--- src/rtl/timer_irq.sv ---
// Memory-mapped interval timer: prescaled reloadable up-counter with a sticky
// interrupt status bit, plus a free-running cycle counter, on the data bus.
module timer_irq #(
  parameter logic [31:0] BASE = 32'h4000_0000
) (
  input  logic        clk,
  input  logic        reset,
  input  logic        rd,
  input  logic        wr,
  input  logic [31:0] addr,
  input  logic [31:0] wdata,
  output logic [31:0] rdata,
  output logic        irqout
);

  logic [31:0] th_q, th_d;
  logic [31:0] tl_q, tl_d;
  logic [31:0] presc_q, presc_d;
  logic [31:0] pcnt_q, pcnt_d;
  logic [31:0] systick_q, systick_d;
  logic        en_q, en_d;
  logic        ie_q, ie_d;
  logic        st_q, st_d;

  logic sel_th, sel_tl, sel_tcon, sel_presc, sel_systick;
  logic tick, ovf;

  always_comb begin
    sel_th      = (addr == BASE);
    sel_tl      = (addr == BASE + 32'h04);
    sel_tcon    = (addr == BASE + 32'h08);
    sel_presc   = (addr == BASE + 32'h0C);
    sel_systick = (addr == BASE + 32'h14);

    tick = en_q && (pcnt_q == presc_q);
    ovf  = tick && (tl_q == 32'hFFFF_FFFF);

    th_d      = th_q;
    tl_d      = tl_q;
    presc_d   = presc_q;
    pcnt_d    = pcnt_q;
    en_d      = en_q;
    ie_d      = ie_q;
    st_d      = st_q;
    systick_d = systick_q + 32'd1;

    if (!en_q || tick) pcnt_d = 32'd0;
    else               pcnt_d = pcnt_q + 32'd1;

    // Reload reads th_q, so a TH write in the overflow cycle only affects the next reload.
    if (tick) tl_d = ovf ? th_q : tl_q + 32'd1;

    if (wr) begin
      if (sel_th)    th_d = wdata;
      if (sel_tl)    tl_d = wdata;
      if (sel_presc) presc_d = wdata;
      if (sel_tcon) begin
        en_d = wdata[0];
        ie_d = wdata[1];
        st_d = st_q & wdata[2];
      end
      if (sel_presc || sel_tcon) pcnt_d = 32'd0;
    end

    // Applied last so a hardware overflow beats a same-cycle software clear.
    if (ovf && ie_q) st_d = 1'b1;
  end

  always_comb begin
    rdata = 32'd0;
    if (rd) begin
      if (sel_th)      rdata = th_q;
      if (sel_tl)      rdata = tl_q;
      if (sel_tcon)    rdata = {29'd0, st_q, ie_q, en_q};
      if (sel_presc)   rdata = presc_q;
      if (sel_systick) rdata = systick_q;
    end
  end

  assign irqout = ie_q & st_q;

  always_ff @(posedge clk) begin
    if (!reset) begin
      th_q      <= 32'd0;
      tl_q      <= 32'd0;
      presc_q   <= 32'd0;
      pcnt_q    <= 32'd0;
      systick_q <= 32'd0;
      en_q      <= 1'b0;
      ie_q      <= 1'b0;
      st_q      <= 1'b0;
    end else begin
      th_q      <= th_d;
      tl_q      <= tl_d;
      presc_q   <= presc_d;
      pcnt_q    <= pcnt_d;
      systick_q <= systick_d;
      en_q      <= en_d;
      ie_q      <= ie_d;
      st_q      <= st_d;
    end
  end

endmodule

--- config.mk ---
export PLATFORM = sky130hd
export DESIGN_NAME = timer_irq
export DESIGN_NICKNAME = d
export VERILOG_FILES = /design/src/rtl/timer_irq.sv
export SDC_FILE = /design/constraint.sdc
export NUM_CORES = 1
export LEC_CHECK = 0
export BUFFER_PORTS_ARGS = -buffer_cell sky130_fd_sc_hd__buf_2
export CAP_MARGIN = 10
export CORE_UTILIZATION = 35
export CTS_BUF_LIST = sky130_fd_sc_hd__clkbuf_16
export CTS_CLUSTER_SIZE = 14
export DETAILED_ROUTE_END_ITERATION = 8
export GPL_ROUTABILITY_DRIVEN = 0
export SLEW_MARGIN = 20
export SYNTH_ARGS = -nofsm -noshare
export SYNTH_HDL_FRONTEND = slang
export SYNTH_SLANG_ARGS = --single-unit
--- constraint.sdc ---
create_clock -name clk -period 3.2 [get_ports clk]
set_input_delay 0.64 -clock clk [delete_from_list [all_inputs] [get_ports clk]]
set_output_delay 0.64 -clock clk [all_outputs]
set_load 0.03 [all_outputs]
Word-level counts from Yosys, hierarchy flattened

Cells that the tools add are included.

Reductions and logical operators: 12
Shifts and indexed selects: 0
$mul: 0
Mux-type cells: 16
Div/mod/pow operators: 0
Equal/unequal tests: 7
Bitwise operators: 2
Add/sub/neg operators: 3
Order comparisons: 0

Operator list:

| kind                                                                    | count |
|---|---|
| 32-bit 2-to-1 mux                                                       | 13 |
| 32-bit by 31-bit equality test with 1-bit output, second input constant | 5 |
| 32-bit by 1-bit adder with 32-bit output, second input constant         | 3 |
| 32-bit equality test                                                    | 1 |
| 32-bit equality test, second input constant                             | 1 |
| 2-bit AND reduction                                                     | 4 |
| 2-bit nonzero test                                                      | 2 |
| 1-bit logical AND                                                       | 3 |
| 1-bit 2-to-1 mux                                                        | 3 |
| 1-bit bitwise AND                                                       | 2 |
| 1-bit logical OR                                                        | 2 |
| 1-bit zero test                                                         | 1 |

Logic and storage cells: 48
Output and inout port bits: 33
Bits in registers: 163
Memories: 0
Latch bits: 0
Bits in writable memories: 0
Bits of input ports: 68
Bits in read-only memories: 0

Logic depth before layout (Yosys ltp)

Depth in word-level cells: 7
Depth in mapped cells: 9

Worst setup path before layout

OpenSTA, ideal clock, no wires.

Path kind: input to output
Start point: in addr[1]
End point: out rdata[2]
Slack: 89 ps
Stages on the path: 6
Arrival: 2471 ps
Cell sequence: nor4_2 > nand4_2 > nor4_2 > clkbuf_1 > nand2_1 > a21oi_1

Word-level cells in the longest chain between the ends: 7
Elaborated cells between the ends (all ways): 11

RTL lines:

| item                                             | line | RTL |
|---|---|---|
| start: declaration                               | 10   | `input logic [31:0] addr,` |
| 32-bit by 31-bit equality test with 1-bit output | 29   | `sel_th = (addr == BASE);` |
| 32-bit 2-to-1 mux                                | 72   | `if (sel_th) rdata = th_q;` |
| 32-bit 2-to-1 mux                                | 73   | `if (sel_tl) rdata = tl_q;` |
| 32-bit 2-to-1 mux                                | 74   | `if (sel_tcon) rdata = {29'd0, st_q, ie_q, en_q};` |
| 32-bit 2-to-1 mux                                | 75   | `if (sel_presc) rdata = presc_q;` |
| 32-bit 2-to-1 mux (*)                            | 76   | `if (sel_systick) rdata = systick_q;` |
| 32-bit 2-to-1 mux (*)                            | 71   | `if (rd) begin` |
| end: declaration                                 | 12   | `output logic [31:0] rdata,` |

Mark *: on every way between the ends. The rest lies on a longest branch, timed or not.

Worst setup path in the final report

Start point: in addr[25]
End point: out rdata[18]

Same word-level chain as after synthesis.

==> results by group <==
Outcome
  – Status: complete, no violations

Layout
  – Syn-to-layout area delta: 17.5%
  – Area occupied by multi-input gates: 5230 sq um
  – Filler Cell Count: around 2500
  – Fin util: between 40% and 50%
  – Register area: 3260 sq um
  – Share of layout cells above drive strength 1: 20.3%
  – Antenna cells: 0
  – Nets: 1226

Global routing
  – Met2 GRT Util: a little over a third
  – Vias in the first global route: ~7700
  – Global-route wire length before repair: 45000 um
  – Initial antenna violation count: 0
  – Grt total ovfl: 0
  – Met1 track demand over resource: 31.0%
  – GRT Overall Usage: 22.6%
  – Largest net degree at the start of global routing: 90
  – GR Util met3: 3.74%
  – Grt peak-use layer: met2

STA
  – Hold Fails Final Rpt: 0
  – Setup TNS: 0 ns
  – Worst slew margin relative to its limit: between 30% and 40%
  – Unrepaired setup endpoints after global routing: no
  – Final period util: approximately 96%
  – Post-route minimum period: between 3 and 4 ns
  – Worst slew pin tran: ~1 ns
  – Fmax: between 0.3 and 0.4 GHz
  – Final setup viols: 0
  – Worst Skew: roughly 0.013 ns
  – Final Max Tran Viols: 0

Power
  – PD cells: just over 400 nW/um^2
  – Static Leak: a little under 4 nW
  – Switching Share: a little under a quarter
  – Sequential power share: ~48%
  – Peak supply drop: roughly 0.3 mV
  – Combinational share of power: 4.0%
  – Final Power: 4.25 mW
  – P_int: ~3.2 mW
  – Clock Power Share: approximately half
  – Psw: 1.01 mW

Synthesis
  – Mapped Avg Cell Area: a little over 8 sq um
  – Library cells used by synthesis: a little under 70
  – Syn nets: 1138
  – Cell Area, Synth: between 8000 and 9000 sq um
  – Synthesized flop and latch total: 163
  – EDFF count, synth: 0
  – Synth warn: 0
  – Ys async rst share: 0%
  – Cell count after synthesis: between 1000 and 1500
  – Post-synth top flop: dfxtp_1
  – Sequential share of the synthesized area: approximately 37%

Clock network
  – CTS tree: built
  – Clk buf depth: 2
  – H-tree depth: 4
  – CTS resizes: 0
  – CTS buffer count: 17
  – Clock sinks: 163
  – Post-CTS Setup Bufs: 0
  – Hold Buf Count CTS: 0
  – Clock Latency Late Sink: between 0.4 and 0.5 ns
  – Clock slew at reported path FFs: ~0.07 ns
  – Root Buffer Master: clkbuf_16

Worst hold path
  – Worst Hold Class: register to register

Floorplanning
  – Die outline area: 25800 sq um
  – Core ar.: between 20000 and 25000 sq um
  – Ports: ~100
  – Die extent in y: 161 um
  – FP Rows: 57
  – Die outline width: around 160 um
  – Initial Util: a little over a third

Routing
  – WL final: approximately 29000 um
  – DR vias: 8331
  – Initial DRC Count: a little under 900
  – DR pass1 iterations: 8
  – Drc violations: 0
  – Post-DRT Antenna Nets: 0
  – Drt wl/cell: between 15 and 20 um
  – Via-to-Cell Ratio: between 5 and 6

Place
  – HPWL Detailed: 21400 um
  – Port bufs: 100

Worst setup path
  – Worst path required time: 2.56 ns
  – Crit. End Element: primary output
  – Worst EP arrival: 2.43 ns
  – Worst-path fanout max: 30
  – Setup CP Type: input port to primary output
  – CP Launch Type: input port

Flow run
  – Max-Cap Viols: 0
==> power groups by stage <==
stage | logic (mW) | registers [mW] | clock network (mW)
after floorplan | 0.0668 | 2.08 | 0
after global placement | 0.165 | 2.08 | 0
after detailed placement | 0.166 | 2.08 | 0
after CTS | 0.167 | 2.03 | 2.07
after global routing | 0.181 | 2.03 | 2.16
final | 0.170 | 2.04 | 2.04
==> metal layers <==
metal	vias to the layer above	share of wire [%]
li1	4030	-
met1	3978	46
met2	290	46
met3	33	6.2
met4	0	2.1
met5	-	0
==> flip-flops by register name, summed over array words and instances (netlist names) <==
signal,cells
st_q,1
presc_q,32
tl_q,32
en_q,1
th_q,32
pcnt_q,32
systick_q,32
ie_q,1
==> metrics by stage <==
step	setup WS [ns]	hold slack, ns	cells	cell area (sq um)
after floorplan	0.0892	0.426	1067	8810
after global placement	0.163	0.443	1460	9750
after detailed placement	0.106	0.451	1460	9750
after CTS	0.0941	0.460	1492	10300
after global routing	0.0171	0.481	1492	10400
final	0.131	0.455	1492	10400
==> final timing paths <==
| path | cells past startpoint | to | start | slack, ns |
|---|---|---|---|---|
| worst max register to register | 8 | tl_q[12] | tl_q[0] | 0.45 |
| worst min register to register | 2 | th_q[25] | th_q[25] | 0.46 |
| worst max-delay path | 9 | rdata[18] | addr[25] | 0.13 |
| worst min-delay path | 2 | th_q[25] | th_q[25] | 0.46 |
==> worst max-delay path, cell delays in order <==
cell and delay [ns]:
buf_2 0.11, nor4_2 0.34, and4_1 0.30, and4_1 0.22
and2_2 0.19, buf_12 0.19, a222oi_1 0.10, nor2_1 0.12
buf_2 0.21
==> Yosys cell counts (3+ instances only) <==
library cell	count	share of area, %
a31oi_1	4	0.28
buf_2	17	0.97
a211oi_1	11	0.94
dfxtp_1	163	37
clkbuf_1	42	1.8
xnor2_1	17	1.7
and2_1	15	1.1
or3_1	7	0.50
a21oi_1	84	4.8
nand4_1	18	1.3
nor4_2	17	2.4
a311oi_1	7	0.70
a21o_1	3	0.26
and4_1	18	1.8
buf_4	3	0.26
xor2_1	71	7.1
nand2_1	143	6.1
and3_1	20	1.4
nand3_1	63	3.6
nand4_2	6	0.85
o21ai_0	29	1.6
nor2_1	129	5.5
mux2i_1	13	1.5
ha_1	3	0.43
inv_1	14	0.60
a22oi_1	3	0.26
nand3b_1	3	0.26
nor3_1	15	0.85
a31o_2	4	0.40
o21a_1	5	0.43
nand2b_1	3	0.21
mux2_2	30	3.8
nor4_1	12	0.85
a222oi_1	29	3.3
==> final cells by class <==
class,count,share of cell area (%)
Clock buffer,17,4.11
Clock inverter,15,1.50
Inverter,15,0.556
Multi-Input combinational cell,823,50.5
Sequential cell,163,31.5
Tap cell,324,3.92
Timing Repair Buffer,135,7.86
==> kinds of logic (layout without fill, tap and decap cells) <==
group	after synthesis	in the layout	share of synthesized area (%)
AND/OR/NAND/NOR	481	481	28.1
AO/OA/AOI/OAI	206	206	15.9
flip-flops	163	163	37.0
XOR/XNOR	88	88	8.75
buffers and inverters	81	182	3.99
multiplexers	45	45	5.82
adder cells (fa/ha/maj)	3	3	0.426
==> cell usage in the layout, fill, tap and decap left out, types with 18 or more instances in the layout <==
cell type / n
and3_1: 20
nand4_1: 18
a222oi_1: 29
mux2_2: 30
xor2_1: 71
nor2_1: 129
nand2_1: 143
and4_1: 18
a21oi_1: 84
o21ai_0: 29
buf_4: 31
nand3_1: 63
buf_2: 100
dfxtp_1: 163
Note: power is estimated with default switching activity, not from simulation.
